--- config.mk ---
export PLATFORM = sky130hd
export DESIGN_NAME = pipe_stage_buf
export DESIGN_NICKNAME = d
export VERILOG_FILES = /design/src/rtl/pipe_stage_buf.sv
export SDC_FILE = /design/constraint.sdc
export NUM_CORES = 1
export LEC_CHECK = 0
export ABC_AREA = 1
export CORE_MARGIN = 2
export CORE_UTILIZATION = 57
export CTS_BUF_LIST = sky130_fd_sc_hd__clkbuf_16
export CTS_CLUSTER_DIAMETER = 100
export DETAILED_ROUTE_END_ITERATION = 8
export GPL_ROUTABILITY_DRIVEN = 0
export PLACE_DENSITY = 0.94
export RECOVER_POWER = 50
export SETUP_SLACK_MARGIN = 0.3
export SLEW_MARGIN = 20
export SYNTH_ARGS = -nofsm -noshare
export SYNTH_HDL_FRONTEND = slang
export SYNTH_SLANG_ARGS = --single-unit
--- constraint.sdc ---
create_clock -name clk -period 3.4 [get_ports clk]
set_input_delay 0.68 -clock clk [delete_from_list [all_inputs] [get_ports clk]]
set_output_delay 0.68 -clock clk [all_outputs]
set_load 0.01 [all_outputs]
--- src/rtl/pipe_stage_buf.sv ---
// Valid/ready pipeline stage register with a two-entry skid buffer, flush-to-bubble
// and saturating stall/bubble performance counters.
module pipe_stage_buf #(
  parameter int unsigned          DATA_W   = 72,
  parameter logic [DATA_W-1:0]    NOP_DATA = {DATA_W{1'b0}},
  parameter int unsigned          CNT_W    = 16
) (
  input  logic              clk,
  input  logic              rst,
  input  logic              flush,
  input  logic              up_valid,
  output logic              up_ready,
  input  logic [DATA_W-1:0] up_data,
  output logic              dn_valid,
  input  logic              dn_ready,
  output logic [DATA_W-1:0] dn_data,
  output logic [1:0]        occupancy,
  output logic [CNT_W-1:0]  stall_cnt,
  output logic [CNT_W-1:0]  bubble_cnt
);

  localparam logic [CNT_W-1:0] CNT_MAX = {CNT_W{1'b1}};

  typedef enum logic [1:0] {
    EMPTY = 2'd0,
    ONE   = 2'd1,
    FULL  = 2'd2
  } state_t;

  state_t            state, state_nx;
  logic [DATA_W-1:0] main_q, main_nx;
  logic [DATA_W-1:0] skid_q, skid_nx;
  logic              up_xfer;
  logic              dn_xfer;

  // Handshake signals decode from state only, so no ready path runs through this stage.
  assign up_ready = (state != FULL) & ~rst;
  assign dn_valid = (state != EMPTY);
  assign dn_data  = dn_valid ? main_q : NOP_DATA;
  assign up_xfer  = up_valid & up_ready;
  assign dn_xfer  = dn_valid & dn_ready;

  always_comb begin
    occupancy = 2'd0;
    case (state)
      ONE:     occupancy = 2'd1;
      FULL:    occupancy = 2'd2;
      default: occupancy = 2'd0;
    endcase
  end

  always_ff @(posedge clk) begin
    if (rst) begin
      state  <= EMPTY;
      main_q <= NOP_DATA;
      skid_q <= NOP_DATA;
    end else begin
      state  <= state_nx;
      main_q <= main_nx;
      skid_q <= skid_nx;
    end
  end

  // Next-state and storage update; flush drops everything including a same-cycle push.
  always_comb begin
    state_nx = state;
    main_nx  = main_q;
    skid_nx  = skid_q;
    if (flush) begin
      state_nx = EMPTY;
      main_nx  = NOP_DATA;
      skid_nx  = NOP_DATA;
    end else begin
      case (state)
        EMPTY: begin
          if (up_xfer) begin
            state_nx = ONE;
            main_nx  = up_data;
          end
        end
        ONE: begin
          if (up_xfer && dn_xfer) begin
            main_nx = up_data;
          end else if (up_xfer) begin
            state_nx = FULL;
            skid_nx  = up_data;
          end else if (dn_xfer) begin
            state_nx = EMPTY;
            main_nx  = NOP_DATA;
          end
        end
        FULL: begin
          if (dn_xfer) begin
            state_nx = ONE;
            main_nx  = skid_q;
            skid_nx  = NOP_DATA;
          end
        end
        default: begin
          state_nx = EMPTY;
          main_nx  = NOP_DATA;
          skid_nx  = NOP_DATA;
        end
      endcase
    end
  end

  // Saturating performance counters; flush leaves them untouched.
  always_ff @(posedge clk) begin
    if (rst) begin
      stall_cnt  <= '0;
      bubble_cnt <= '0;
    end else begin
      if (dn_valid && !dn_ready && (stall_cnt != CNT_MAX)) begin
        stall_cnt <= stall_cnt + CNT_W'(1);
      end
      if (!dn_valid && (bubble_cnt != CNT_MAX)) begin
        bubble_cnt <= bubble_cnt + CNT_W'(1);
      end
    end
  end

endmodule

==> reports/summary.json <==
{
  "ys_seq_area_share": {"value": 37.9, "unit": "%"},
  "timing.rr.end": {"value": "main_q[35]"},
  "area_delta_synth_final": {"value": 25.9, "unit": "%"},
  "post_cts_hold_buffer_count": {"value": 0},
  "max_freq": {"value": 0.328, "unit": "GHz"},
  "layout_min_cycle_time": {"value": 3050, "unit": "ps"},
  "worst_path_max_delay_cell": {"value": "sky130_fd_sc_hd__clkdlybuf4s50_1"},
  "post_synth_main_area_contributors": {"value": "sky130_fd_sc_hd__dfxtp_1, sky130_fd_sc_hd__nand2_1, sky130_fd_sc_hd__a21oi_1, sky130_fd_sc_hd__nand3_1, sky130_fd_sc_hd__nor2_1"},
  "grt_max_degree": {"value": 105},
  "drt_drc_violations_left": {"value": 0},
  "hpwlAfterDp": {"value": 16700, "unit": "um"},
  "pin_count": {"value": 185},
  "crit_arrival": {"value": 2370, "unit": "ps"},
  "die_h": {"value": 133, "unit": "um"},
  "min_path_cells": {"value": 2},
  "drt-pass1-iter-count": {"value": 6},
  "final_min_period_over_clock_period": {"value": 89.6, "unit": "%"},
  "count_of_final_setup_violators": {"value": 0},
  "timing.reg2reg.setup_slack": {"value": 540, "unit": "ps"},
  "met2_usage": {"value": 51.8, "unit": "%"},
  "finalNetCount": {"value": 1778},
  "syn_area": {"value": 9410, "unit": "um2"},
  "cp.required": {"value": 2720, "unit": "ps"},
  "worst_clock_skew": {"value": 9.27, "unit": "ps"},
  "worst-slew-pin-transition": {"value": 1410, "unit": "ps"},
  "outcome": {"value": "completed"},
  "layout-drive-gt1-share": {"value": 2.98, "unit": "%"},
  "timing_worst_setup_path_type": {"value": "reg -> out"},
  "floorplan.initialDensity": {"value": 58.8, "unit": "%"},
  "die_x": {"value": 133, "unit": "um"},
  "path_cells": {"value": "nor2_1, buf_4, inv_1, clkdlybuf4s50_1"},
  "antenna_violations_before_repair": {"value": 1},
  "cts_tree": {"value": "built"},
  "postSynthCellCount": {"value": 1573},
  "gr-total-overflow": {"value": 0},
  "holdCritStartpoint": {"value": "skid_q[50]"},
  "p_leak": {"value": 4.48, "unit": "nW"},
  "clkTransAtPathRegs": {"value": 70, "unit": "ps"},
  "cts-buffers-inserted": {"value": 17},
  "cts_sinks": {"value": 178},
  "global_route.usage.met3": {"value": 4.37, "unit": "%"},
  "slew_violations": {"value": 0},
  "synth_cell_type_count": {"value": 26},
  "grtUsageTotal": {"value": 30.3, "unit": "%"},
  "critical_path.endpoint_type": {"value": "output port"},
  "detailroute.via_count": {"value": 10500},
  "yosys-top-cells-count": {"value": "sky130_fd_sc_hd__nand2_1, sky130_fd_sc_hd__nor2_1, sky130_fd_sc_hd__dfxtp_1, sky130_fd_sc_hd__a21oi_1, sky130_fd_sc_hd__inv_1"},
  "critical-path-max-stage-delay": {"value": 530, "unit": "ps"},
  "synth_top_cell_by_area": {"value": "sky130_fd_sc_hd__dfxtp_1"},
  "postSynthRegisterBits": {"value": 178},
  "clock-root-buffer": {"value": "sky130_fd_sc_hd__clkbuf_16"},
  "crit_path_start_kind": {"value": "register"},
  "clockBufferDepth": {"value": 2},
  "drt_iter0_drc": {"value": 1130},
  "ctsResizeCount": {"value": 0},
  "placement.io_buffers": {"value": 184},
  "max-slew-margin-rel": {"value": 6.02, "unit": "%"},
  "synthArstFlopShare": {"value": 0, "unit": "%"},
  "power.ir.vdd_worst": {"value": 0.000369, "unit": "V"},
  "core_area": {"value": 16000, "unit": "um2"},
  "clk-insertion-delay-late": {"value": 430, "unit": "ps"},
  "post_synth.cell_area_avg": {"value": 5.98, "unit": "um2"},
  "worst_hold_path_type": {"value": "reg -> reg"},
  "whs_endpoint": {"value": "skid_q[50]"},
  "via_count_of_the_first_global_routing_pass": {"value": 9576},
  "synth.net_count": {"value": 1652},
  "htree_num_levels": {"value": 4},
  "global_route_wire_length_before_repair": {"value": 44500, "unit": "um"},
  "wire_per_inst": {"value": 14.2, "unit": "um"},
  "design.die.area": {"value": 17600, "unit": "um2"},
  "drt.antenna.violating_nets": {"value": 0},
  "synthFlopType": {"value": "sky130_fd_sc_hd__dfxtp_1"},
  "reg2regPathDepth": {"value": 8},
  "yosys.cell_count.top_type": {"value": "sky130_fd_sc_hd__nand2_1"},
  "rsz0062_at_grt": {"value": "no"},
  "use_met1": {"value": 37.7, "unit": "%"},
  "count_of_flip_flops_with_a_built_in_enable_after_synthesis": {"value": 0},
  "route.final.wire_length": {"value": 27400, "unit": "um"},
  "top_usage_layer": {"value": "met2"},
  "cts_post_setup_buffers_inserted": {"value": 0},
  "post-synth-top-area-fraction": {"value": 37.9, "unit": "%"},
  "drv.max_cap_violation_count": {"value": 0},
  "path_buf_inv": {"value": 3},
  "synth_warnings": {"value": 0},
  "power_density": {"value": 370, "unit": "nW/um2"},
  "fin_tns_setup": {"value": 0, "unit": "ps"},
  "crit_path_max_fanout": {"value": 44},
  "report.final.hold_viol_count": {"value": 0},
  "critical-path-top-delay-family": {"value": "buffers and inverters"},
  "regToRegStartpoint": {"value": "state[0]"},
  "hold-worst-slack": {"value": 460, "unit": "ps"},
  "drt-vias-per-instance": {"value": 5.43},
  "std_cell_rows": {"value": 46}
}
==> registers in the layout, indices dropped and copies added, names as in the netlist <==
name	cells
bubble_cnt	16
main_q	72
skid_q	72
stall_cnt	16
state	2
==> cell families (layout without fill, tap and decap cells) <==
group           after synthesis  count (layout)  share of synthesized area (%)
compound gates              191             191                           10.3
buf+inv                     272             408                           11.3
flops                       178             178                           37.9
simple gates                917             917                           39.0
other cells                   0               1                              0
xor+xnor                     13              13                           1.21
fa+ha+maj                     2               2                          0.266
==> worst register-to-register path: cells and delay by family (launching register included) <==
family | cells | cell delay, ps
buffers and inverters | 3 | 1200
AND/OR/NAND/NOR | 3 | 740
flip-flops | 1 | 460
AO/OA/AOI/OAI | 2 | 390
==> area by class of cell <==
| cell class | instances | area, um2 |
|---|---|---|
| Clock buffer | 17 | 425 |
| Timing Repair Buffer | 202 | 2040 |
| Fill cell | 1291 | 4150 |
| Inverter | 177 | 667 |
| Multi-Input combinational cell | 1123 | 4810 |
| Tap cell | 216 | 270 |
| Antenna cell | 1 | 2.50 |
| Sequential cell | 178 | 3560 |
| Clock inverter | 12 | 78.8 |
==> power by group <==
group	total (mW)	internal, mW	switching [mW]
combinational	0.498	0.194	0.304
sequential	2.14	2.12	0.0216
clock	1.74	0.971	0.773
==> per-stage QoR <==
| stage | total power [mW] | instance area [um2] | util, % | worst slack, ps | cells |
|---|---|---|---|---|---|
| 6_report | 4.38 | 11900 | 74.1 | 355 | 1926 |
| 5_1_grt | 4.52 | 11900 | 74.1 | 284 | 1926 |
| 3_5_place_dp | 2.68 | 11400 | 71.1 | 591 | 1896 |
| 4_1_cts | 4.39 | 11900 | 74.2 | 548 | 1925 |
| 2_1_floorplan | 2.46 | 9410 | - | 1270 | 1573 |
| 3_3_place_gp | 2.66 | 11400 | 71.1 | 651 | 1896 |
==> per-layer routing <==
metal | wire length (um) | part of all wire, %
met1 | 11100 | 41
met2 | 13400 | 49
met3 | 2020 | 7.3
met4 | 917 | 3.3
met5 | 0 | 0
==> cells in the final DEF, fill, tap and decap left out, types with 2 or more instances in the layout <==
cell type and instances:
sky130_fd_sc_hd__o21ai_0 15, sky130_fd_sc_hd__nor2_1 197, sky130_fd_sc_hd__inv_2 5, sky130_fd_sc_hd__clkbuf_1 2, sky130_fd_sc_hd__clkinv_1 6, sky130_fd_sc_hd__buf_12 6
sky130_fd_sc_hd__dfxtp_1 178, sky130_fd_sc_hd__nand4_1 10, sky130_fd_sc_hd__nand2_1 552, sky130_fd_sc_hd__a21oi_1 170, sky130_fd_sc_hd__ha_1 2, sky130_fd_sc_hd__inv_1 172
sky130_fd_sc_hd__xor2_1 6, sky130_fd_sc_hd__xnor2_1 7, sky130_fd_sc_hd__buf_4 8, sky130_fd_sc_hd__clkinv_2 3, sky130_fd_sc_hd__dlygate4sd3_1 34, sky130_fd_sc_hd__nand3_1 153
sky130_fd_sc_hd__clkbuf_16 17, sky130_fd_sc_hd__nand2_2 2, sky130_fd_sc_hd__clkdlybuf4s50_1 150
==> worst max path at each step <==
stage,start,endpoint,slack (ps),depth (start not counted)
CTS,state[0],occupancy[1],550,4
global placement,rst,up_ready,650,4
detailed placement,rst,main_q[32],590,9
finish,state[0],dn_valid,350,4
global route,state[0],dn_valid,280,4
floorplan,state[0],dn_data[11],1270,5
No activity file was read; power rests on OpenSTA's default activity.
